$ cat src/rtl/timer_sched_pkg.sv
// timer_sched_pkg: shared FSM state type, default sizes and a log2 helper for the timer scheduler.
package timer_sched_pkg;
  typedef enum logic [1:0] {IDLE, LOAD, RUN, DONE} state_t;
  localparam int DEF_NREQ = 4;
  localparam int DEF_CW = 8;
  function automatic int lg2(input int n);
    int r;
    r = 1;
    while ((1 << r) < n) r++;
    return r;
  endfunction
endpackage

$ cat src/rtl/rr_arbiter.sv
// rr_arbiter: combinational pick of the first set request at or after ptr, wrapping.
module rr_arbiter import timer_sched_pkg::*; #(
  parameter int NREQ = DEF_NREQ,
  parameter int PW = lg2(NREQ)
) (
  input  logic [NREQ-1:0] req,
  input  logic [PW-1:0]   ptr,
  output logic [NREQ-1:0] pick,
  output logic            valid
);
  always_comb begin
    pick = '0;
    for (int k = NREQ - 1; k >= 0; k--)
      if (req[(int'(ptr) + k) % NREQ]) pick = NREQ'(1) << ((int'(ptr) + k) % NREQ);
  end
  assign valid = |req;
endmodule

$ cat src/rtl/timer_sched.sv
// timer_sched: one CW-bit timer shared round-robin between NREQ requesters.
// Define TIMER_SCHED_ABORT_EN to add the aborted port and release on an early req drop.
module timer_sched import timer_sched_pkg::*; #(
  parameter int NREQ = DEF_NREQ,
  parameter int CW = DEF_CW
) (
  input  logic             clk,
  input  logic             rst,
  input  logic [NREQ-1:0]  req,
  input  logic [NREQ*CW-1:0] req_limit,
  input  logic [NREQ-1:0]  req_per,
  output logic [NREQ-1:0]  grant,
  output logic [NREQ-1:0]  done,
  output logic             busy,
  output logic [CW-1:0]    count
`ifdef TIMER_SCHED_ABORT_EN
  ,
  output logic [NREQ-1:0]  aborted
`endif
);
  localparam int PW = lg2(NREQ);
  state_t state_q, state_d;
  logic [NREQ-1:0] grant_q, grant_d, done_q, done_d, pick, ab_d;
  logic [CW-1:0] count_q, count_d, lim_q, lim_d;
  logic [PW-1:0] ptr_q, ptr_d, idx_q, idx_d, pick_idx, nxt;
  logic per_q, per_d, valid;
  rr_arbiter #(.NREQ(NREQ), .PW(PW)) u_arb (.req(req), .ptr(ptr_q), .pick(pick), .valid(valid));
  always_comb begin
    pick_idx = '0;
    for (int i = 0; i < NREQ; i++) if (pick[i]) pick_idx = PW'(i);
  end
  assign nxt = (int'(idx_q) == NREQ - 1) ? '0 : idx_q + 1'b1;
  always_comb begin
    state_d = state_q;
    grant_d = grant_q;
    done_d = '0;
    ab_d = '0;
    count_d = count_q;
    ptr_d = ptr_q;
    lim_d = lim_q;
    per_d = per_q;
    idx_d = idx_q;
    case (state_q)
      IDLE: if (valid) begin
        state_d = LOAD;
        grant_d = pick;
        idx_d = pick_idx;
      end
      LOAD: begin
        count_d = '0;
        lim_d = req_limit[int'(idx_q)*CW +: CW];
        per_d = req_per[idx_q];
        state_d = RUN;
      end
      RUN: if (count_q == lim_q) begin
        state_d = DONE;
        done_d = grant_q;
      end else count_d = count_q + 1'b1;
      default: begin
        count_d = '0;
        state_d = (per_q && req[idx_q]) ? RUN : IDLE;
        if (!(per_q && req[idx_q])) begin
          grant_d = '0;
          ptr_d = nxt;
        end
      end
    endcase
`ifdef TIMER_SCHED_ABORT_EN
    // An owner that lets go before terminal count forfeits the slot like a completion.
    if ((state_q == LOAD || state_q == RUN) && !req[idx_q]) begin
      state_d = IDLE;
      grant_d = '0;
      done_d = '0;
      count_d = '0;
      ptr_d = nxt;
      ab_d = grant_q;
    end
`endif
  end
  always_ff @(posedge clk) begin
    if (rst) begin
      state_q <= IDLE;
      grant_q <= '0;
      done_q <= '0;
      count_q <= '0;
      ptr_q <= '0;
      lim_q <= '0;
      per_q <= 1'b0;
      idx_q <= '0;
    end else begin
      state_q <= state_d;
      grant_q <= grant_d;
      done_q <= done_d;
      count_q <= count_d;
      ptr_q <= ptr_d;
      lim_q <= lim_d;
      per_q <= per_d;
      idx_q <= idx_d;
    end
  end
`ifdef TIMER_SCHED_ABORT_EN
  logic [NREQ-1:0] ab_q;
  always_ff @(posedge clk) ab_q <= rst ? '0 : ab_d;
  assign aborted = ab_q;
`else
  logic unused_ab;
  assign unused_ab = ^ab_d;
`endif
  assign grant = grant_q;
  assign done = done_q;
  assign count = count_q;
  assign busy = state_q != IDLE;
endmodule
$ cat config.mk
export PLATFORM = sky130hd
export DESIGN_NAME = timer_sched
export DESIGN_NICKNAME = d
export VERILOG_FILES = /design/src/rtl/timer_sched_pkg.sv /design/src/rtl/rr_arbiter.sv /design/src/rtl/timer_sched.sv
export SDC_FILE = /design/constraint.sdc
export NUM_CORES = 1
export LEC_CHECK = 0
export BUFFER_PORTS_ARGS = -buffer_cell sky130_fd_sc_hd__buf_2
export CAP_MARGIN = 20
export CORE_MARGIN = 3
export CORE_UTILIZATION = 47
export CTS_CLUSTER_SIZE = 30
export DETAILED_ROUTE_END_ITERATION = 8
export GPL_TIMING_DRIVEN = 0
export PLACE_DENSITY = 0.74
export SLEW_MARGIN = 0
export SYNTH_ARGS = -nofsm -noshare
export SYNTH_HDL_FRONTEND = slang
export SYNTH_SLANG_ARGS = --single-unit
$ cat constraint.sdc
create_clock -name clk -period 2.1 [get_ports clk]
set_clock_uncertainty 0.05 [all_clocks]
set_input_delay 0.315 -clock clk [delete_from_list [all_inputs] [get_ports clk]]
set_output_delay 0.315 -clock clk [all_outputs]
set_load 0.02 [all_outputs]
==> flow_metrics.py, run 1 <==
metrics = {
    "run_status": {
        "status": "complete, but fails checks",
        "failed_checks": "setup timing",
    },
    "synthesis": {
        "syn_area_per_cell_um2": 9.76,
        "synth.distinct_cells": 40,
        "async_reset_ff_frac": 0,
        "synth.area.top_cells": "dfxtp_1 (31%), mux4_2 (14%), ha_1 (8.2%), nor2_1 (5.8%), mux2i_1 (4.5%)",
        "yosysWarnings": 0,
        "ys.flop_type": "dfxtp_1",
        "synth_top_area_frac": 0.312,
        "synth_common_cells": "dfxtp_1 (31), nor2_1 (31), inv_1 (14)",
        "synth_top_area_cell": "dfxtp_1",
        "netlist_area_mm2": 0.00199,
        "ys_ff_latch": 31,
        "seq_area_frac_synth": 0.312,
        "netlist_instances": 204,
        "synth_enable_flop_cells": 0,
        "synth_nets": 259,
    },
    "setup_path": {
        "required_ns": 2.24,
        "end_kind": "flip-flop",
        "crit_start": "ptr_q[1]",
        "worst_setup_path_start_kind": "flip-flop",
        "crit_type": "reg2reg",
        "crit_fanout": 4,
        "crit-reg2reg-launch": "ptr_q[1]",
        "arrival_ns": 2.30,
    },
    "final_layout": {
        "drive_gt1_frac": 0.383,
        "num-nets-final": 331,
        "fin_util": 0.632,
        "antenna_cells": 0,
        "syn_to_final_growth_pct": 28.8,
        "fillers": 353,
    },
    "floorplan": {
        "num_rows": 23,
        "dieHeight_um": 71.1,
        "core_area_mm2": 0.00406,
        "dieArea_mm2": 0.00505,
        "io_pins": 59,
        "die_w_um": 71.1,
        "start_util": 0.491,
    },
    "timing": {
        "postLayoutSetupSlackWorst_ns": -0.0626,
        "rsz0062_at_grt": "yes",
        "slew_headroom": 0.591,
        "worstMarginPinSlew_ns": 0.614,
        "drv_slew": 0,
        "period_needed_ns": 2.16,
        "post-route-period-util": 1.03,
        "hold_viol": 0,
        "fmax_ghz": 0.462,
        "setup_viol": 1,
    },
    "drt": {
        "vias_per_cell": 5.52,
        "dr.pass1.iters": 4,
        "drt_iter0_markers": 101,
        "drt-total-wl_um": 4440,
        "antenna_left": 0,
        "drc": 0,
        "vias": 1805,
        "wl_per_cell_um": 13.6,
    },
    "power_and_ir_drop": {
        "peakVddDrop_mv": 0.675,
        "power_leakage_nw": 1.20,
        "p_per_area_mw_per_mm2": 1090,
        "total_power_w": 0.00279,
    },
    "placement": {
        "place_congestion": 0.846,
        "post-dp-hpwl_um": 3310,
        "port_buffers": 58,
    },
    "clocking": {
        "htree_levels": 2,
        "cts_buffers": 5,
        "cts.sinks": 31,
        "cts_tree": "done",
        "clkTransAtPathRegs_ns": 0.07,
        "root_buffer": "clkbuf_8",
        "clkLatencyLatePin_ns": 0.28,
        "clk_path_buf_depth": 2,
    },
    "grt": {
        "grt_start_max_net_pins": 11,
        "grt_usage": 0.181,
        "grt_pass1_vias": 1686,
        "grt_pass1_wl_um": 7490,
        "grt_overflow": 0,
        "antenna_found_initial": 0,
    },
    "min_path": {
        "hp-class": "in2reg",
        "min_from": "rst",
    },
    "flow_run": {
        "cap_violations": 0,
    },
}
## registers in the layout, indices dropped and copies added (netlist names)
register  flops
count         8
lim_q         8
done          4
grant         4
idx_q         2
ptr_q         2
state_q       2
per_q         1
## placed cells by master (no fill, tap or decap), types with 5 or more instances in the layout
cell and instances:
a31oi_1 5, buf_4 8, ha_1 12, a21oi_1 8
dfxtp_1 29, mux2i_1 9, buf_2 62, clkbuf_8 6
xor2_1 8, and2_1 5, nand2_1 7, mux4_2 13
inv_1 12, nor2_1 31
## kinds of logic (layout without fill, tap and decap cells)
group / count (synthesis) / in the layout / synth area share
mux: 23 / 23 / 0.207
flops: 31 / 31 / 0.312
fa+ha+maj: 13 / 13 / 0.0817
simple gates: 65 / 65 / 0.163
buf+inv: 23 / 96 / 0.0478
xor+xnor: 10 / 10 / 0.0440
compound gates: 39 / 39 / 0.145
## power breakdown
| part | internal (W) | switching (W) | leakage (nW) |
|---|---|---|---|
| Sequential | 0.000712 | 0.000109 | 0.254 |
| Clock | 0.000384 | 0.000221 | 0.0612 |
| Combinational | 0.000634 | 0.000726 | 0.880 |
| Total | 0.00173 | 0.00106 | 1.20 |
## routing by layer
metal  share of wire  track usage
met5               0            0
met4           0.012       0.0397
met3           0.057       0.0327
met2            0.46        0.285
met1            0.47        0.260
## timing repair
action,in CTS,in global routing
pin swaps,2,4
endpoints found under the hold margin,0,0
hold buffers,0,0
setup endpoints to repair,5,15
buffers inserted,5,2
gates resized for setup,5,9
## critical path, cell delays in order, from the launching register on
cell and delay [ns]:
dfxtp_4 0.37, clkinvlp_4 0.11, ha_4 0.28, mux4_2 0.34, nor2b_4 0.17, a222oi_1 0.28
buf_4 0.19, nor2_1 0.04, a211oi_2 0.24
## metrics by stage
stage	hold WS [ns]	TNS (ns)	area (um^2)	std cells	setup slack (ns)
6_report	0.408	-0.0626	2560	327	-0.0626
3_3_place_gp	0.431	-0.772	2340	312	-0.273
4_1_cts	0.407	0	2510	325	0.00337
5_1_grt	0.434	-0.322	2560	327	-0.115
3_5_place_dp	0.437	-0.769	2340	312	-0.266
2_1_floorplan	0.431	0	1990	204	0.0322
## path summary, 6_finish.rpt
check	cells past startpoint	slack (ns)	to
setup / recovery	8	-0.06	idx_q[0]
hold / removal	3	0.41	done[0]
setup reg to reg	8	-0.06	idx_q[0]
hold reg to reg	1	0.45	done[1]
## layout make-up
cell class | instances | area [um^2] | share of cell area
sequential | 31 | 628 | 0.245
inverter | 14 | 56.3 | 0.0220
clock buffer | 6 | 82.6 | 0.0322
clock inverter | 2 | 35.0 | 0.0137
tap | 50 | 62.6 | 0.0244
timing repair buffer | 65 | 343 | 0.134
multi-input combinational | 150 | 1320 | 0.513
buffer | 9 | 42.5 | 0.0166
Power figures use the tool's default switching activity.
==> run 2, diff against run 1 <==
- ABC_AREA: not set -> 1
- CORE_UTILIZATION: 47 -> 31
- PLACE_DENSITY: 0.74 -> 0.51
==> flow_metrics.py, run 2 <==
metrics = {
    "synthesis": {
        "synth.area.mux_share": 0,
        "yosysMostFrequentCell": "nand2_1",
        "synth_fa_ha_area_frac": 0.0739,
        "ys.flop_type": "dfxtp_1",
        "seq_area_frac_synth": 0.282,
        "synth_top_area_frac": 0.282,
        "synth.area.top_cells": "dfxtp_1 (28%), nand2_1 (10%), o21ai_0 (8.2%), inv_1 (7.8%), ha_1 (7.4%)",
        "synth_nets": 395,
        "syn_area_per_cell_um2": 6.47,
        "synth.distinct_cells": 30,
        "ys_ff_latch": 31,
        "synth_compound_area_frac": 0.187,
        "yosys.area_share.simple": 0.328,
        "netlist_instances": 340,
        "netlist_area_mm2": 0.00220,
        "synth_xor_area_frac": 0.0279,
        "synth_enable_flop_cells": 0,
        "synth_common_cells": "nand2_1 (61), inv_1 (46), nor2_1 (42)",
        "synth_top_family_by_area": "simple AND/OR/NAND/NOR gates",
        "synth_top_area_cell": "dfxtp_1",
        "async_reset_ff_frac": 0,
        "yosysWarnings": 0,
    },
    "clocking": {
        "htree_levels": 2,
        "clkTransAtPathRegs_ns": 0.06,
        "clkLatencyLatePin_ns": 0.28,
        "cts_resized": 0,
        "hold_buffers": 0,
        "cts_buffers": 5,
        "cts_setup_buffers": 0,
        "cts_tree": "done",
        "cts.sinks": 31,
        "clk_path_buf_depth": 2,
        "root_buffer": "clkbuf_8",
    },
    "floorplan": {
        "start_util": 0.322,
        "die_w_um": 90.2,
        "dieArea_mm2": 0.00814,
        "num_rows": 30,
        "io_pins": 59,
        "dieHeight_um": 90.2,
        "core_area_mm2": 0.00683,
    },
    "setup_path": {
        "end_kind": "flip-flop",
        "critPathBufInv": 3,
        "path_delay_family": "simple AND/OR/NAND/NOR gates",
        "crit_type": "reg2reg",
        "reg2reg_to": "idx_q[1]",
        "crit_chain": "inv_2 -> ha_1 -> inv_1 -> nand3_4 -> nand2_4 -> nand2_1 -> inv_1 -> nand2_1 -> nand2_1 -> nand2_1 -> nor2_1 -> a21oi_1",
        "crit_path_max_incr_delay_ns": 0.42,
        "cp_slowest_cell": "dfxtp_2",
        "r2r.worst_path.cells": 12,
        "crit-reg2reg-launch": "ptr_q[0]",
        "required_ns": 2.22,
        "worst_setup_path_start_kind": "flip-flop",
        "worst_path_most_repeated_cell": "nand2_1",
        "crit_fanout": 9,
        "rrSetupSlack_ns": 0.19,
        "arrival_ns": 2.03,
    },
    "drt": {
        "antenna_left": 0,
        "drc": 0,
        "dr.pass1.iters": 4,
        "vias_per_cell": 4.55,
        "drt_iter0_markers": 109,
        "vias": 2282,
        "drt-total-wl_um": 5770,
        "wl_per_cell_um": 11.5,
    },
    "final_layout": {
        "syn_to_final_growth_pct": 22.9,
        "ff_latch_area_um2": 626,
        "antenna_cells": 0,
        "final_area_mm2": 0.00270,
        "multi_input_area_mm2": 0.00136,
        "final_common_cell": "nand2_1",
        "num-nets-final": 460,
        "fillers": 768,
        "drive_gt1_frac": 0.237,
        "layout_common_cells": "nand2_1 (61), buf_2 (60), inv_1 (46)",
    },
    "timing": {
        "fmax_ghz": 0.523,
        "drv_slew": 0,
        "period_needed_ns": 1.91,
        "tns_ns": 0,
        "post-route-period-util": 0.910,
        "hold_viol": 0,
        "worstMarginPinSlew_ns": 0.538,
        "setup_viol": 0,
        "rsz0062_at_grt": "no",
        "slew_headroom": 0.642,
    },
    "power_and_ir_drop": {
        "p_per_area_mw_per_mm2": 1080,
        "peakVddDrop_mv": 0.292,
        "power_leakage_nw": 1.27,
    },
    "placement": {
        "postPlaceCellArea_mm2": 0.00261,
        "place_congestion": 0.744,
        "post-dp-hpwl_um": 4530,
        "port_buffers": 58,
    },
    "grt": {
        "grt_overflow": 0,
        "grt_pass1_vias": 2131,
        "grt_usage": 0.143,
        "grt_pass1_wl_um": 9790,
        "grt_start_max_net_pins": 11,
        "antenna_found_initial": 0,
    },
    "min_path": {
        "hp-class": "in2reg",
        "min_from": "req_limit[3]",
        "hold-path-endpoint": "lim_q[3]",
        "hold_depth": 5,
    },
    "flow_run": {
        "cap_violations": 0,
    },
    "run_status": {
        "status": "finished, final reports clean",
    },
}
-- run 2: cell types whose count changed in the layout (fill, tap and decap cells not counted), sizes merged, moves of 14 or more --
cell / previous run / this run
inv: 13 / 51
o21ai: 3 / 38
mux4: 14 / 0
nand3: 4 / 25
nand2: 7 / 72
a21oi: 8 / 26
nor2: 31 / 45
-- run 2: final cells by class --
cell class | instances | share of cell area
multi-input combinational | 250 | 0.501
sequential | 31 | 0.231
inverter | 51 | 0.0708
tap | 96 | 0.0444
buffer | 8 | 0.0120
clock inverter | 1 | 0.00185
clock buffer | 6 | 0.0306
timing repair buffer | 58 | 0.107
-- run 2: worst max path at each step --
stage / depth (start not counted) / slack, ns / start / to
floorplan: 12 / 0.33 / ptr_q[1] / idx_q[0]
global placement: 12 / 0.05 / ptr_q[1] / idx_q[1]
detailed placement: 12 / 0.05 / ptr_q[1] / idx_q[1]
CTS: 12 / 0.04 / ptr_q[1] / idx_q[1]
global route: 12 / 0.006 / ptr_q[0] / idx_q[1]
finish: 12 / 0.19 / ptr_q[0] / idx_q[1]
-- run 2: worst reg2reg max path: stages (launching register included) --
cell and delay, ns:
dfxtp_2 0.42, inv_2 0.14, ha_1 0.35, inv_1 0.12, nand3_4 0.10, nand2_4 0.11, nand2_1 0.06, inv_1 0.05
nand2_1 0.04, nand2_1 0.07, nand2_1 0.08, nor2_1 0.13, a21oi_1 0.08
-- run 2: metal layers --
metal  up-vias  routed length, um  GRT usage
met5         -                  0          0
met4         0                 68     0.0446
met3         6                299     0.0301
met2        56               2410      0.219
met1       987               2990      0.202
li1       1233                  -          -
-- run 2: kinds of logic (layout without fill, tap and decap cells) --
kind of cell | count (synthesis) | after routing
and+or+nand+nor | 154 | 154
AOI/OAI and AO/OA | 76 | 76
buffers and inverters | 59 | 124
DFF | 31 | 31
adders and majority gates | 13 | 13
xor gates and xnor gates | 7 | 7
-- run 2: report_power, final --
group          switching [W]  internal, W
Combinational        0.00103     0.000561
Sequential          0.000128     0.000736
Clock               0.000221     0.000257
Total                0.00138      0.00155
-- run 2: per-stage QoR --
stage          setup slack (ns)   util  total power [W]  hold slack (ns)  cells
3_5_place_dp             0.0538  0.382          0.00247            0.393    494
5_1_grt                 0.00576  0.396          0.00324            0.401    501
2_1_floorplan             0.331      -          0.00207            0.444    340
3_3_place_gp             0.0462  0.382          0.00246            0.391    494
6_report                  0.189  0.396          0.00293            0.360    501
4_1_cts                  0.0442  0.395          0.00295            0.368    501
